--- src/rtl/cp0_pkg.sv ---
// Shared CP0 definitions: register numbers, exception codes, except_type bit
// positions, Status/Cause field positions and software-writable masks.
package cp0_pkg;

    localparam logic [4:0] CP0_BADVADDR = 5'd8;
    localparam logic [4:0] CP0_COUNT    = 5'd9;
    localparam logic [4:0] CP0_COMPARE  = 5'd11;
    localparam logic [4:0] CP0_STATUS   = 5'd12;
    localparam logic [4:0] CP0_CAUSE    = 5'd13;
    localparam logic [4:0] CP0_EPC      = 5'd14;
    localparam logic [4:0] CP0_PRID     = 5'd15;

    localparam logic [4:0] EXC_INT  = 5'd0;
    localparam logic [4:0] EXC_ADEL = 5'd4;
    localparam logic [4:0] EXC_ADES = 5'd5;
    localparam logic [4:0] EXC_SYS  = 5'd8;
    localparam logic [4:0] EXC_BP   = 5'd9;
    localparam logic [4:0] EXC_RI   = 5'd10;
    localparam logic [4:0] EXC_OV   = 5'd12;
    localparam logic [4:0] EXC_TR   = 5'd13;

    localparam int ET_SYSCALL = 8;
    localparam int ET_RI      = 9;
    localparam int ET_OV      = 10;
    localparam int ET_TRAP    = 11;
    localparam int ET_ERET    = 12;
    localparam int ET_BREAK   = 13;
    localparam int ET_ADEL    = 14;
    localparam int ET_ADES    = 15;

    localparam int ST_IE  = 0;
    localparam int ST_EXL = 1;
    localparam int CA_BD  = 31;

    localparam logic [31:0] STATUS_RESET = 32'h0040_0000;
    localparam logic [31:0] STATUS_WMASK = 32'h0000_FF03;
    localparam logic [31:0] CAUSE_WMASK  = 32'h0000_0300;

    typedef enum logic [1:0] {
        ACT_NONE = 2'd0,
        ACT_EXC  = 2'd1,
        ACT_ERET = 2'd2
    } cp0_act_e;

    // Software write merge: only bits set in mask take the new value.
    function automatic logic [31:0] cp0_wmerge(input logic [31:0] old_v,
                                               input logic [31:0] new_v,
                                               input logic [31:0] mask);
        return (old_v & ~mask) | (new_v & mask);
    endfunction

endpackage

--- src/rtl/cp0_timer.sv ---
// Count/Compare pair with sticky timer interrupt; only instantiated when
// CP0_TIMER_EN is defined.
module cp0_timer
    import cp0_pkg::*;
#(
    parameter int COUNT_HALF = 1
) (
    input  logic        clk,
    input  logic        rst,
    input  logic        i_count_we,
    input  logic        i_compare_we,
    input  logic [31:0] i_wdata,
    output logic [31:0] o_count,
    output logic [31:0] o_compare,
    output logic        o_timer_int
);

    logic        r_phase;
    logic [31:0] r_count;
    logic [31:0] r_compare;
    logic        r_timer_int;
    logic        w_tick;

    // Increment qualifier: every cycle, or every second cycle in half-rate mode.
    always_comb begin
        if (COUNT_HALF != 0) begin
            w_tick = r_phase;
        end else begin
            w_tick = 1'b1;
        end
    end

    // Count, Compare and sticky interrupt state.
    always_ff @(posedge clk) begin
        if (rst) begin
            r_phase     <= 1'b0;
            r_count     <= 32'h0000_0000;
            r_compare   <= 32'h0000_0000;
            r_timer_int <= 1'b0;
        end else begin
            r_phase <= ~r_phase;
            if (i_count_we) begin
                r_count <= i_wdata;
            end else if (w_tick) begin
                r_count <= r_count + 32'h0000_0001;
            end
            if (i_compare_we) begin
                r_compare <= i_wdata;
            end
            // A Compare write acknowledges the interrupt and beats a same-cycle match.
            if (i_compare_we) begin
                r_timer_int <= 1'b0;
            end else if ((r_count == r_compare) && (r_compare != 32'h0000_0000)) begin
                r_timer_int <= 1'b1;
            end
        end
    end

    assign o_count     = r_count;
    assign o_compare   = r_compare;
    assign o_timer_int = r_timer_int;

endmodule

--- src/rtl/cp0_commit.sv ---
// Write-back CP0 commit: architectural CP0 registers, precise exception /
// interrupt / ERET decision, flush and redirect. Timer optional via CP0_TIMER_EN.
module cp0_commit
    import cp0_pkg::*;
#(
    parameter logic [31:0] EXC_VECTOR = 32'hBFC0_0380,
    parameter logic [31:0] PRID_VALUE = 32'h0000_4220,
    parameter int          COUNT_HALF = 1
) (
    input  logic        clk,
    input  logic        rst,
    input  logic        wb_cp0_reg_we,
    input  logic [4:0]  wb_cp0_reg_write_addr,
    input  logic [31:0] wb_cp0_reg_data,
    input  logic [31:0] wb_except_type,
    input  logic [31:0] wb_pc,
    input  logic [31:0] wb_mem_addr,
    input  logic        wb_is_in_delayslot,
    input  logic [5:0]  int_i,
    input  logic [4:0]  raddr,
    output logic [31:0] rdata,
    output logic [31:0] status_o,
    output logic [31:0] cause_o,
    output logic [31:0] epc_o,
    output logic        timer_int_o,
    output logic        flush_o,
    output logic [31:0] new_pc_o
);

    logic [31:0] r_badvaddr;
    logic [31:0] r_status;
    logic [31:0] r_cause;
    logic [31:0] r_epc;

    logic [31:0] w_count;
    logic [31:0] w_compare;
    logic        w_timer_int;
    logic        w_int_req;
    cp0_act_e    w_act;
    logic [4:0]  w_code;
    logic        w_mtc0_ok;
    logic [31:0] w_rd_reg;
    logic [31:0] w_rd;

`ifdef CP0_TIMER_EN
    cp0_timer #(
        .COUNT_HALF(COUNT_HALF)
    ) u_timer (
        .clk         (clk),
        .rst         (rst),
        .i_count_we  (w_mtc0_ok && (wb_cp0_reg_write_addr == CP0_COUNT)),
        .i_compare_we(w_mtc0_ok && (wb_cp0_reg_write_addr == CP0_COMPARE)),
        .i_wdata     (wb_cp0_reg_data),
        .o_count     (w_count),
        .o_compare   (w_compare),
        .o_timer_int (w_timer_int)
    );
`else
    assign w_count     = 32'h0000_0000;
    assign w_compare   = 32'h0000_0000;
    assign w_timer_int = 1'b0;
`endif

    // Interrupt qualification against the current registered Status/Cause.
    always_comb begin
        w_int_req = (wb_pc != 32'h0000_0000) && r_status[ST_IE] && !r_status[ST_EXL] &&
                    ((r_cause[15:8] & r_status[15:8]) != 8'h00);
    end

    // Priority decision: interrupt, then synchronous exceptions, then ERET.
    always_comb begin
        w_act  = ACT_NONE;
        w_code = EXC_INT;
        if (w_int_req) begin
            w_act  = ACT_EXC;
            w_code = EXC_INT;
        end else if (wb_except_type[ET_ADEL]) begin
            w_act  = ACT_EXC;
            w_code = EXC_ADEL;
        end else if (wb_except_type[ET_ADES]) begin
            w_act  = ACT_EXC;
            w_code = EXC_ADES;
        end else if (wb_except_type[ET_SYSCALL]) begin
            w_act  = ACT_EXC;
            w_code = EXC_SYS;
        end else if (wb_except_type[ET_BREAK]) begin
            w_act  = ACT_EXC;
            w_code = EXC_BP;
        end else if (wb_except_type[ET_RI]) begin
            w_act  = ACT_EXC;
            w_code = EXC_RI;
        end else if (wb_except_type[ET_OV]) begin
            w_act  = ACT_EXC;
            w_code = EXC_OV;
        end else if (wb_except_type[ET_TRAP]) begin
            w_act  = ACT_EXC;
            w_code = EXC_TR;
        end else if (wb_except_type[ET_ERET]) begin
            w_act  = ACT_ERET;
            w_code = EXC_INT;
        end else begin
            w_act  = ACT_NONE;
            w_code = EXC_INT;
        end
    end

    assign w_mtc0_ok = wb_cp0_reg_we && (w_act != ACT_EXC);

    // Same-cycle flush and redirect; silent while reset is held.
    always_comb begin
        flush_o  = 1'b0;
        new_pc_o = 32'h0000_0000;
        if (rst) begin
            flush_o  = 1'b0;
            new_pc_o = 32'h0000_0000;
        end else begin
            case (w_act)
                ACT_EXC: begin
                    flush_o  = 1'b1;
                    new_pc_o = EXC_VECTOR;
                end
                ACT_ERET: begin
                    flush_o  = 1'b1;
                    new_pc_o = r_epc;
                end
                default: begin
                    flush_o  = 1'b0;
                    new_pc_o = 32'h0000_0000;
                end
            endcase
        end
    end

    // Architectural register commit.
    always_ff @(posedge clk) begin
        if (rst) begin
            r_badvaddr <= 32'h0000_0000;
            r_status   <= STATUS_RESET;
            r_cause    <= 32'h0000_0000;
            r_epc      <= 32'h0000_0000;
        end else begin
            r_cause[15]    <= int_i[5] | w_timer_int;
            r_cause[14:10] <= int_i[4:0];
            case (w_act)
                ACT_EXC: begin
                    // A nested exception keeps the original return point.
                    if (!r_status[ST_EXL]) begin
                        r_epc          <= wb_is_in_delayslot ? (wb_pc - 32'h0000_0004) : wb_pc;
                        r_cause[CA_BD] <= wb_is_in_delayslot;
                    end
                    r_status[ST_EXL] <= 1'b1;
                    r_cause[6:2]     <= w_code;
                    if ((w_code == EXC_ADEL) || (w_code == EXC_ADES)) begin
                        r_badvaddr <= wb_mem_addr;
                    end
                end
                default: begin
                    if (wb_cp0_reg_we) begin
                        case (wb_cp0_reg_write_addr)
                            CP0_STATUS: r_status   <= cp0_wmerge(r_status, wb_cp0_reg_data, STATUS_WMASK);
                            CP0_CAUSE:  r_cause[9:8] <= wb_cp0_reg_data[9:8];
                            CP0_EPC:    r_epc      <= wb_cp0_reg_data;
                            default:    ;
                        endcase
                    end
                    if (w_act == ACT_ERET) begin
                        r_status[ST_EXL] <= 1'b0;
                    end
                end
            endcase
        end
    end

    // Registered-state read mux.
    always_comb begin
        case (raddr)
            CP0_BADVADDR: w_rd_reg = r_badvaddr;
            CP0_COUNT:    w_rd_reg = w_count;
            CP0_COMPARE:  w_rd_reg = w_compare;
            CP0_STATUS:   w_rd_reg = r_status;
            CP0_CAUSE:    w_rd_reg = r_cause;
            CP0_EPC:      w_rd_reg = r_epc;
            CP0_PRID:     w_rd_reg = PRID_VALUE;
            default:      w_rd_reg = 32'h0000_0000;
        endcase
    end

    // Forward a committing MTC0 so a same-cycle MFC0 sees the new value.
    always_comb begin
        w_rd = w_rd_reg;
        if (w_mtc0_ok && (raddr == wb_cp0_reg_write_addr)) begin
            case (raddr)
                CP0_STATUS: w_rd = cp0_wmerge(r_status, wb_cp0_reg_data, STATUS_WMASK);
                CP0_CAUSE:  w_rd = cp0_wmerge(r_cause, wb_cp0_reg_data, CAUSE_WMASK);
                CP0_EPC:    w_rd = wb_cp0_reg_data;
`ifdef CP0_TIMER_EN
                CP0_COUNT:   w_rd = wb_cp0_reg_data;
                CP0_COMPARE: w_rd = wb_cp0_reg_data;
`endif
                default:    w_rd = w_rd_reg;
            endcase
        end else begin
            w_rd = w_rd_reg;
        end
    end

    assign rdata       = w_rd;
    assign status_o    = r_status;
    assign cause_o     = r_cause;
    assign epc_o       = r_epc;
    assign timer_int_o = w_timer_int;

endmodule

--- config.mk ---
export PLATFORM = sky130hd
export DESIGN_NAME = cp0_commit
export DESIGN_NICKNAME = d
export VERILOG_FILES = /design/src/rtl/cp0_pkg.sv /design/src/rtl/cp0_timer.sv /design/src/rtl/cp0_commit.sv
export SDC_FILE = /design/constraint.sdc
export NUM_CORES = 1
export LEC_CHECK = 0
export BUFFER_PORTS_ARGS = -buffer_cell sky130_fd_sc_hd__buf_4
export CORE_MARGIN = 2
export CORE_UTILIZATION = 28
export DETAILED_ROUTE_END_ITERATION = 12
export PLACE_DENSITY_LB_ADDON = 0.08
export SLEW_MARGIN = 20
export SYNTH_ARGS = -nofsm -noshare
export SYNTH_HDL_FRONTEND = slang
export SYNTH_SLANG_ARGS = --single-unit
export TNS_END_PERCENT = 5
--- constraint.sdc ---
create_clock -name clk -period 9.5 [get_ports clk]
set_input_delay 0 -clock clk [delete_from_list [all_inputs] [get_ports clk]]
set_output_delay 0 -clock clk [all_outputs]
set_load 0.005 [all_outputs]
* Word level (Yosys, flattened, before mapping) *
Cells that the tools add are included.

word-level totals
  flip-flop bits (word level) = 110
  logic and storage cells = 82

operators by class
  muxes and demuxes = 33
  $add $sub $neg = 1
  bitwise operators = 5
  equal/unequal tests = 15
  reduce and logical (&&, ||, !) cells = 20

operators by type and width
  kind                   count
  $mux 32                7
  $pmux 32 s5            1
  $pmux 32 s3            1
  $pmux 32 s2            1
  $eq 5x4->1 const B     8
  $mux 4                 8
  $or 32x10->32          1
  $or 32x16->32          1
  $reduce_bool 32->1     1
  $sub 32x3->32 const B  1
  $mux 2                 11
  $eq 5x3->1 const B     2
  $reduce_and 3->1       3
  $and 8x8->8            1
  $reduce_bool 8->1      1
  $reduce_and 2->1       3
  $reduce_bool 3->1      2
  $eq 5x5->1             1
  $logic_and 1x1->1      5
  $mux 1                 4
  $reduce_bool 2->1      2
  $eq 2x1->1 const B     1
  $eq 2x2->1 const B     1
  $ne 2x1->1 const B     1
  5 further kinds        6

* Logic depth before layout (Yosys ltp) *
Gate-level depths: netlist of run 1.

  depth after elaboration = 13
  depth in mapped cells = 15

* Worst setup path after synthesis of run 1 *
Ideal clock, no wire load.

  path type = input-to-output
  start = in wb_pc[18]
  end = out rdata[13]
  stages = 12
  path slack = 5.889 ns
  data arrival time = 3.611 ns
  path through = or4_1 > or4_1 > o31a_1 > nor4_2 > nand2_1 > ha_1 > nor2b_1 > nand4_1 > a2111oi_2 > clkbuf_1 > nor3_1 > a221o_1

on the way
  longest elaborated chain between the ends = 9

RTL lines
  element                         RTL line           text
  start: declaration              cp0_commit.sv:16   input logic [31:0] wb_pc,
  $reduce_bool 32->1              cp0_commit.sv:66   w_int_req = (wb_pc != 32'h0000_0000) && r_status[ST_IE] && !r_status[ST_EXL] &&
  $logic_and 1x1->1 (3 in a row)  cp0_commit.sv:66
  $mux 2                          cp0_commit.sv:74   if (w_int_req) begin
  $ne 2x1->1                      cp0_commit.sv:107  assign w_mtc0_ok = wb_cp0_reg_we && (w_act != ACT_EXC);
  $logic_and 1x1->1               cp0_commit.sv:107
  $logic_and 1x1->1               cp0_commit.sv:191  if (w_mtc0_ok && (raddr == wb_cp0_reg_write_addr)) begin
  $mux 32                         cp0_commit.sv:191
  end: declaration                cp0_commit.sv:21   output logic [31:0] rdata,

No other way between the ends.

* Worst setup path in the final report of run 1 *
  start = in wb_pc[18]
  end = out rdata[2]

Same word-level chain as after synthesis.

==> results_dict.tcl, run 1 <==
set metrics [dict create \
    status "finished, final reports clean" \
    ys_types 56 \
    yosysTopAreaCellShare_pct 30.4 \
    place_congestion 0.835 \
    drcViolationCount 0 \
    min_period_ns 5.88 \
    drv_cap 0 \
    start_util_pct 28.4 \
    hpwlAfterDp_um 18100 \
    seq_power_share_pct 40.6 \
    crit_family "simple AND/OR/NAND/NOR gates" \
    portBuffers 243 \
    p_int_uw 738 \
    grt_use_total_pct 21.4 \
    cp.arrival_ns 5.88 \
    clk_pin_slew_ns 0.07 \
    register_area_mm2 0.00174 \
    grt_antenna_before_repair 0 \
    fillers 2114 \
    wl_um 23800 \
    p_total_mw 1.01 \
    async_flop_share_pct 0 \
    netSwitchingFraction_pct 26.8 \
    area_growth_pct 50.7 \
    worst_slack_ns 3.62 \
    cp_slowest_cell "a2111oi_4" \
    cts_buffer_depth 2 \
    worst-path-buf-inv 3 \
    die_w_um 147 \
    start_kind "input pin" \
    combPwrFrac_pct 19.6 \
    synthCells 723 \
    final_nets 1152 \
    num_antenna_cells 0 \
    syn_area_per_cell_um2 7.93 \
    ys.flop_type "dfxtp_1" \
    path_cells "dlygate4sd3_1, buf_4, or4_1, or4_1, o31a_1, nor4_2, nand2_1, ha_2, nor2b_1, nand4_1, a2111oi_4, mux2i_1, o21ai_0, buf_4" \
    first_iter_violations 419 \
    die_h_um 147 \
    ctsResizeCount 0 \
    postCtsHoldBufs 65 \
    gr-total-overflow 0 \
    pre_cts_ws_ns 4.17 \
    switching_power_uw 271 \
    via_count 6155 \
    via_per_inst 4.83 \
    ys_seq_elements 87 \
    power_frac_clock_pct 39.7 \
    grt_pass1_vias 5721 \
    ctsHtreeMaxLevel 3 \
    core_mm2 0.0202 \
    multi_input_area_mm2 0.00363 \
    max-slew-margin-rel_pct 30.0 \
    cts_setup_buffers 0 \
    worstPathMaxFanout 49 \
    yosysSeqAreaShare_pct 30.4 \
    synth_common_cells "nand2_1 (91), dfxtp_1 (87), nor2_1 (69), mux2i_1 (57), buf_4 (42)" \
    cts_buffers 9 \
    setup_viol 0 \
    worstSetupPathType "input pin to primary output" \
    finalHoldViolCount 0 \
    fin_skew_ns 0.00766 \
    setup_tns_ns 0 \
    ant_nets 0 \
    cts.sinks 87 \
    critPathCaptureType "primary output" \
    synth_area_mm2 0.00574 \
    rsz0062_at_grt "false" \
    drv_slew 0 \
    tightestPinTransition_ns 1.04 \
    cts_tree "yes" \
    peakVddDrop_mv 0.0620 \
    layout-drive-gt1-share_pct 28.8 \
    ys.warnings.count 0 \
    yosysMostFrequentCell "nand2_1" \
    slowest_delay_ns 0.84 \
    cp.required_ns 9.50 \
    avgRoutedWirePerCell_um 18.7 \
    yosys-top-cells-area "dfxtp_1 (30%), mux2i_1 (9.9%), nand2_1 (6.0%), buf_4 (5.5%), nor2_1 (4.5%)" \
    synth_edf_count 0 \
    yosysTopAreaCell "dfxtp_1" \
    power.density_mw_per_mm2 117 \
    fmax_mhz 170 \
    clock_latency_ns 0.34 \
    cts-root-buf "clkbuf_16" \
    die-area_mm2 0.0216 \
    min_path_type "input pin to register" \
    firstDrtPassIters 4 \
    min_period_over_period_pct 61.9 \
    leakagePower_nw 4.07 \
    grt_pass1_wl_um 35600 \
    grt_max_degree 75 \
    io_pins 310 \
    num_rows 52 \
]
==> worst paths after layout <==
path                 startpoint             to  slack [ns]  depth (start not counted)
setup / recovery      wb_pc[18]       rdata[2]        3.62                         14
hold / removal        wb_pc[28]      epc_o[28]        0.03                          3
setup reg to reg     cause_o[9]  r_badvaddr[5]        4.81                         10
hold reg to reg   r_badvaddr[2]  r_badvaddr[2]        0.46                          2
==> power groups by stage <==
| stage | registers (mW) | logic, mW | clock network [mW] |
|---|---|---|---|
| after floorplan | 0.408 | 0.0893 | 0 |
| after global placement | 0.418 | 0.174 | 0 |
| after detailed placement | 0.418 | 0.175 | 0 |
| after CTS | 0.410 | 0.197 | 0.408 |
| after global routing | 0.413 | 0.217 | 0.423 |
| final | 0.410 | 0.198 | 0.401 |
==> through the flow <==
step	utilization [%]	std cells	hold slack, ns	cell area, um2
global route	42.9	1275	0.0356	8640
detailed placement	37.8	1193	0.217	7630
finish	42.9	1275	0.0314	8640
CTS	42.7	1274	0.0100	8620
floorplan	-	763	0.104	5890
global placement	37.8	1193	0.211	7630
==> kinds of logic after synthesis <==
logic type | count (synthesis) | share of synthesized area (%)
simple gates | 280 | 23.6
compound gates | 153 | 19.1
buf+inv | 101 | 9.75
flops | 87 | 30.4
mux | 64 | 11.3
xor+xnor | 32 | 4.89
fa+ha+maj | 4 | 0.872
other cells | 2 | 0.131
==> registers in the layout (all words and copies together) (netlist names) <==
signal and flops:
epc_o 32, r_badvaddr 32, cause_o 13, status_o 10
==> worst reg2reg max path, delay by kind of cell (launching register included) <==
kind,cells,cell delay (ns)
AOI/OAI and AO/OA,3,0.99
adders and majority gates,1,0.83
buffers and inverters,2,0.98
DFF,1,0.40
muxes,1,0.24
and+or+nand+nor,3,1.19
==> placed cells by master (no fill, tap or decap), types with 8 or more instances in the layout <==
| cell type | count |
|---|---|
| o21ai_0 | 18 |
| a21o_1 | 16 |
| dfxtp_1 | 87 |
| clkbuf_16 | 9 |
| o22ai_1 | 12 |
| xnor2_1 | 22 |
| a22oi_1 | 20 |
| a21oi_1 | 24 |
| dlygate4sd3_1 | 65 |
| nor4_1 | 9 |
| nand2_1 | 91 |
| nor2_1 | 68 |
| nor3_1 | 25 |
| conb_1 | 42 |
| mux2i_1 | 57 |
| inv_1 | 9 |
| nor2b_1 | 8 |
| a22o_1 | 18 |
| buf_4 | 251 |
| and3_1 | 31 |
| xor2_1 | 10 |
| nand3_1 | 10 |
==> per-layer routing <==
layer,vias to the layer above,part of all wire (%),track usage [%]
met3,16,5.6,3.66
met1,2876,51,32.7
met5,-,0,0
li1,3059,-,-
met2,204,43,31.1
met4,0,1.2,5.00
==> final cells by class <==
class / count / share of cell area, %
well taps: 270 / 3.91
inverters: 10 / 0.434
flip-flops and latches: 87 / 20.1
repair buffers: 317 / 29.6
multi-input cells: 575 / 42.0
clock inverters: 4 / 0.883
clock buffers: 12 / 2.97
(Power assumes the default switching activity.)
==> inputs of run 2 (changes only) <==
==> constraint.sdc (replaced) <==
create_clock -name clk -period 5.9 [get_ports clk]
set_input_delay 0 -clock clk [delete_from_list [all_inputs] [get_ports clk]]
set_output_delay 0 -clock clk [all_outputs]
set_load 0.005 [all_outputs]
==> run 2 against run 1 <==
Compared with the run above: clock power grew 53%; final cell count grew 0.39%; global-route usage shrank 0.19 points; combinational power grew 61%; via count grew 0.49%; routed wire length grew 0.89%; flip-flop and latch count is the same.
==> results_dict.tcl, run 2 (same netlist as run 1, synthesis figures left out) <==
set metrics [dict create \
    cp_slowest_cell "or4_1" \
    core_mm2 0.0202 \
    via_per_inst 4.83 \
    busiest_layer "met1" \
    avgRoutedWirePerCell_um 18.8 \
    portBuffers 243 \
    hpwlAfterDp_um 18000 \
    setup_tns_ns 0 \
    drv_cap 0 \
    fmax_mhz 180 \
    power.density_mw_per_mm2 184 \
    final_common_cell "buf_4" \
    min_period_ns 5.56 \
    crit_path_frequent_cell "buf_4" \
    status "finished, final reports clean" \
    final_nets 1157 \
    p_total_mw 1.59 \
    worst-path-buf-inv 4 \
    rsz0062_at_grt "false" \
    cts-root-buf "clkbuf_16" \
    cts_buffers 9 \
    seq_power_share_pct 41.5 \
    area_growth_pct 50.8 \
    fillers 2129 \
    firstDrtPassIters 4 \
    cts_tree "yes" \
    power_frac_clock_pct 38.5 \
    hold_slack_ns 0.0309 \
    drcViolationCount 0 \
    die_h_um 147 \
    use_met3_pct 2.98 \
    netSwitchingFraction_pct 27.1 \
    die_w_um 147 \
    drv_slew 0 \
    num_antenna_cells 0 \
    tightestPinTransition_ns 1.00 \
    ant_nets 0 \
    critPathCaptureType "primary output" \
    clk_pin_slew_ns 0.06 \
    leakagePower_nw 4.07 \
    num_rows 52 \
    wl_um 24000 \
    grt_pass1_vias 5730 \
    die-area_mm2 0.0216 \
    use_met1_pct 31.8 \
    grt_use_total_pct 21.2 \
    start_util_pct 28.4 \
    peakVddDrop_mv 0.106 \
    path_cells "dlygate4sd3_1, buf_4, or4_1, or4_1, o31a_1, nor4_2, nand2_1, ha_2, nor2b_1, nand4_1, a2111oi_4, buf_4, mux2i_1, o21ai_0, buf_4" \
    slowest_delay_ns 0.69 \
    start_kind "input pin" \
    cts.sinks 87 \
    crit_family "simple AND/OR/NAND/NOR gates" \
    clock_latency_ns 0.34 \
    worstPathMaxFanout 49 \
    place_congestion 0.861 \
    grt.met2_usage_pct 31.6 \
    cts_setup_buffers 0 \
    via_count 6185 \
    layout_common_cells "buf_4 (256), nand2_1 (91), dfxtp_1 (87), nor2_1 (69), dlygate4sd3_1 (66)" \
    setup_viol 0 \
    gr-total-overflow 0 \
    ctsHtreeMaxLevel 3 \
    worstSetupPathType "input pin to primary output" \
    grt_max_degree 68 \
    min_path_type "input pin to register" \
    io_pins 310 \
    layout-drive-gt1-share_pct 29.0 \
    grt_antenna_before_repair 0 \
    p_int_mw 1.16 \
    fin_skew_ns 0.0122 \
    finalHoldViolCount 0 \
    min_period_over_period_pct 94.2 \
    first_iter_violations 399 \
    switching_power_uw 432 \
    cp.arrival_ns 5.56 \
    combPwrFrac_pct 20.0 \
    cp.required_ns 5.90 \
    cts_buffer_depth 2 \
    grt_pass1_wl_um 35000 \
    max-slew-margin-rel_pct 32.8 \
]
==> run 2: path summary, 6_finish.rpt <==
kind | startpoint | endpoint | slack, ns | cells past startpoint
worst min register to register | r_badvaddr[2] | r_badvaddr[2] | 0.46 | 2
worst min-delay path | wb_pc[0] | epc_o[0] | 0.03 | 3
worst max register to register | cause_o[9] | epc_o[18] | 1.38 | 12
worst max-delay path | wb_pc[18] | rdata[2] | 0.34 | 15
==> run 2: per-layer routing <==
layer	part of all wire [%]	vias to the layer above	wire, um
li1	-	3076	-
met1	51	2875	12200
met2	42	215	10100
met3	5.6	19	1340
met4	1.5	0	359
met5	0	-	0
==> run 2: what timing repair did <==
action                     CTS  global route
hold endpoints to repair    68             0
setup endpoints to repair    0             2
resized for setup            0             1
hold buffers                66             0
==> run 2: worst register-to-register path: stages, from the launching register on <==
cell and delay, ns:
dfxtp_1 0.41, a22oi_1 0.14, a41oi_1 0.44, o31a_1 0.41, nor4_2 0.13, nand2_1 0.09, ha_2 0.85, nor2b_1 0.60
a31o_2 0.47, and3_1 0.23, a31oi_1 0.04, o21ai_0 0.10, dlygate4sd3_1 0.56
==> run 2: per-stage QoR <==
step,util [%],setup slack (ns),std cells,instance area [um2]
final,42.9,0.344,1280,8650
after global routing,42.9,0.0173,1280,8650
after CTS,42.9,0.339,1280,8640
after detailed placement,38.0,0.891,1198,7670
after global placement,38.0,0.922,1198,7670
after floorplan,-,2.29,763,5890
==> run 2: final cells by class <==
| cell class | instances | area (um2) | area share [%] |
|---|---|---|---|
| inverter | 10 | 37.5 | 0.434 |
| sequential | 87 | 1740 | 20.1 |
| timing repair buffer | 322 | 2580 | 29.9 |
| tap | 270 | 338 | 3.91 |
| clock inverter | 6 | 85.1 | 0.984 |
| clock buffer | 10 | 229 | 2.65 |
| multi-input combinational | 575 | 3630 | 42.0 |
==> run 2: power by group through the flow <==
| stage | clock network [mW] | logic [mW] | registers (mW) |
|---|---|---|---|
| 4_1_cts | 0.632 | 0.319 | 0.660 |
| 3_3_place_gp | 0 | 0.282 | 0.673 |
| 6_report | 0.614 | 0.319 | 0.661 |
| 5_1_grt | 0.652 | 0.348 | 0.665 |
| 3_5_place_dp | 0 | 0.283 | 0.673 |
| 2_1_floorplan | 0 | 0.144 | 0.657 |
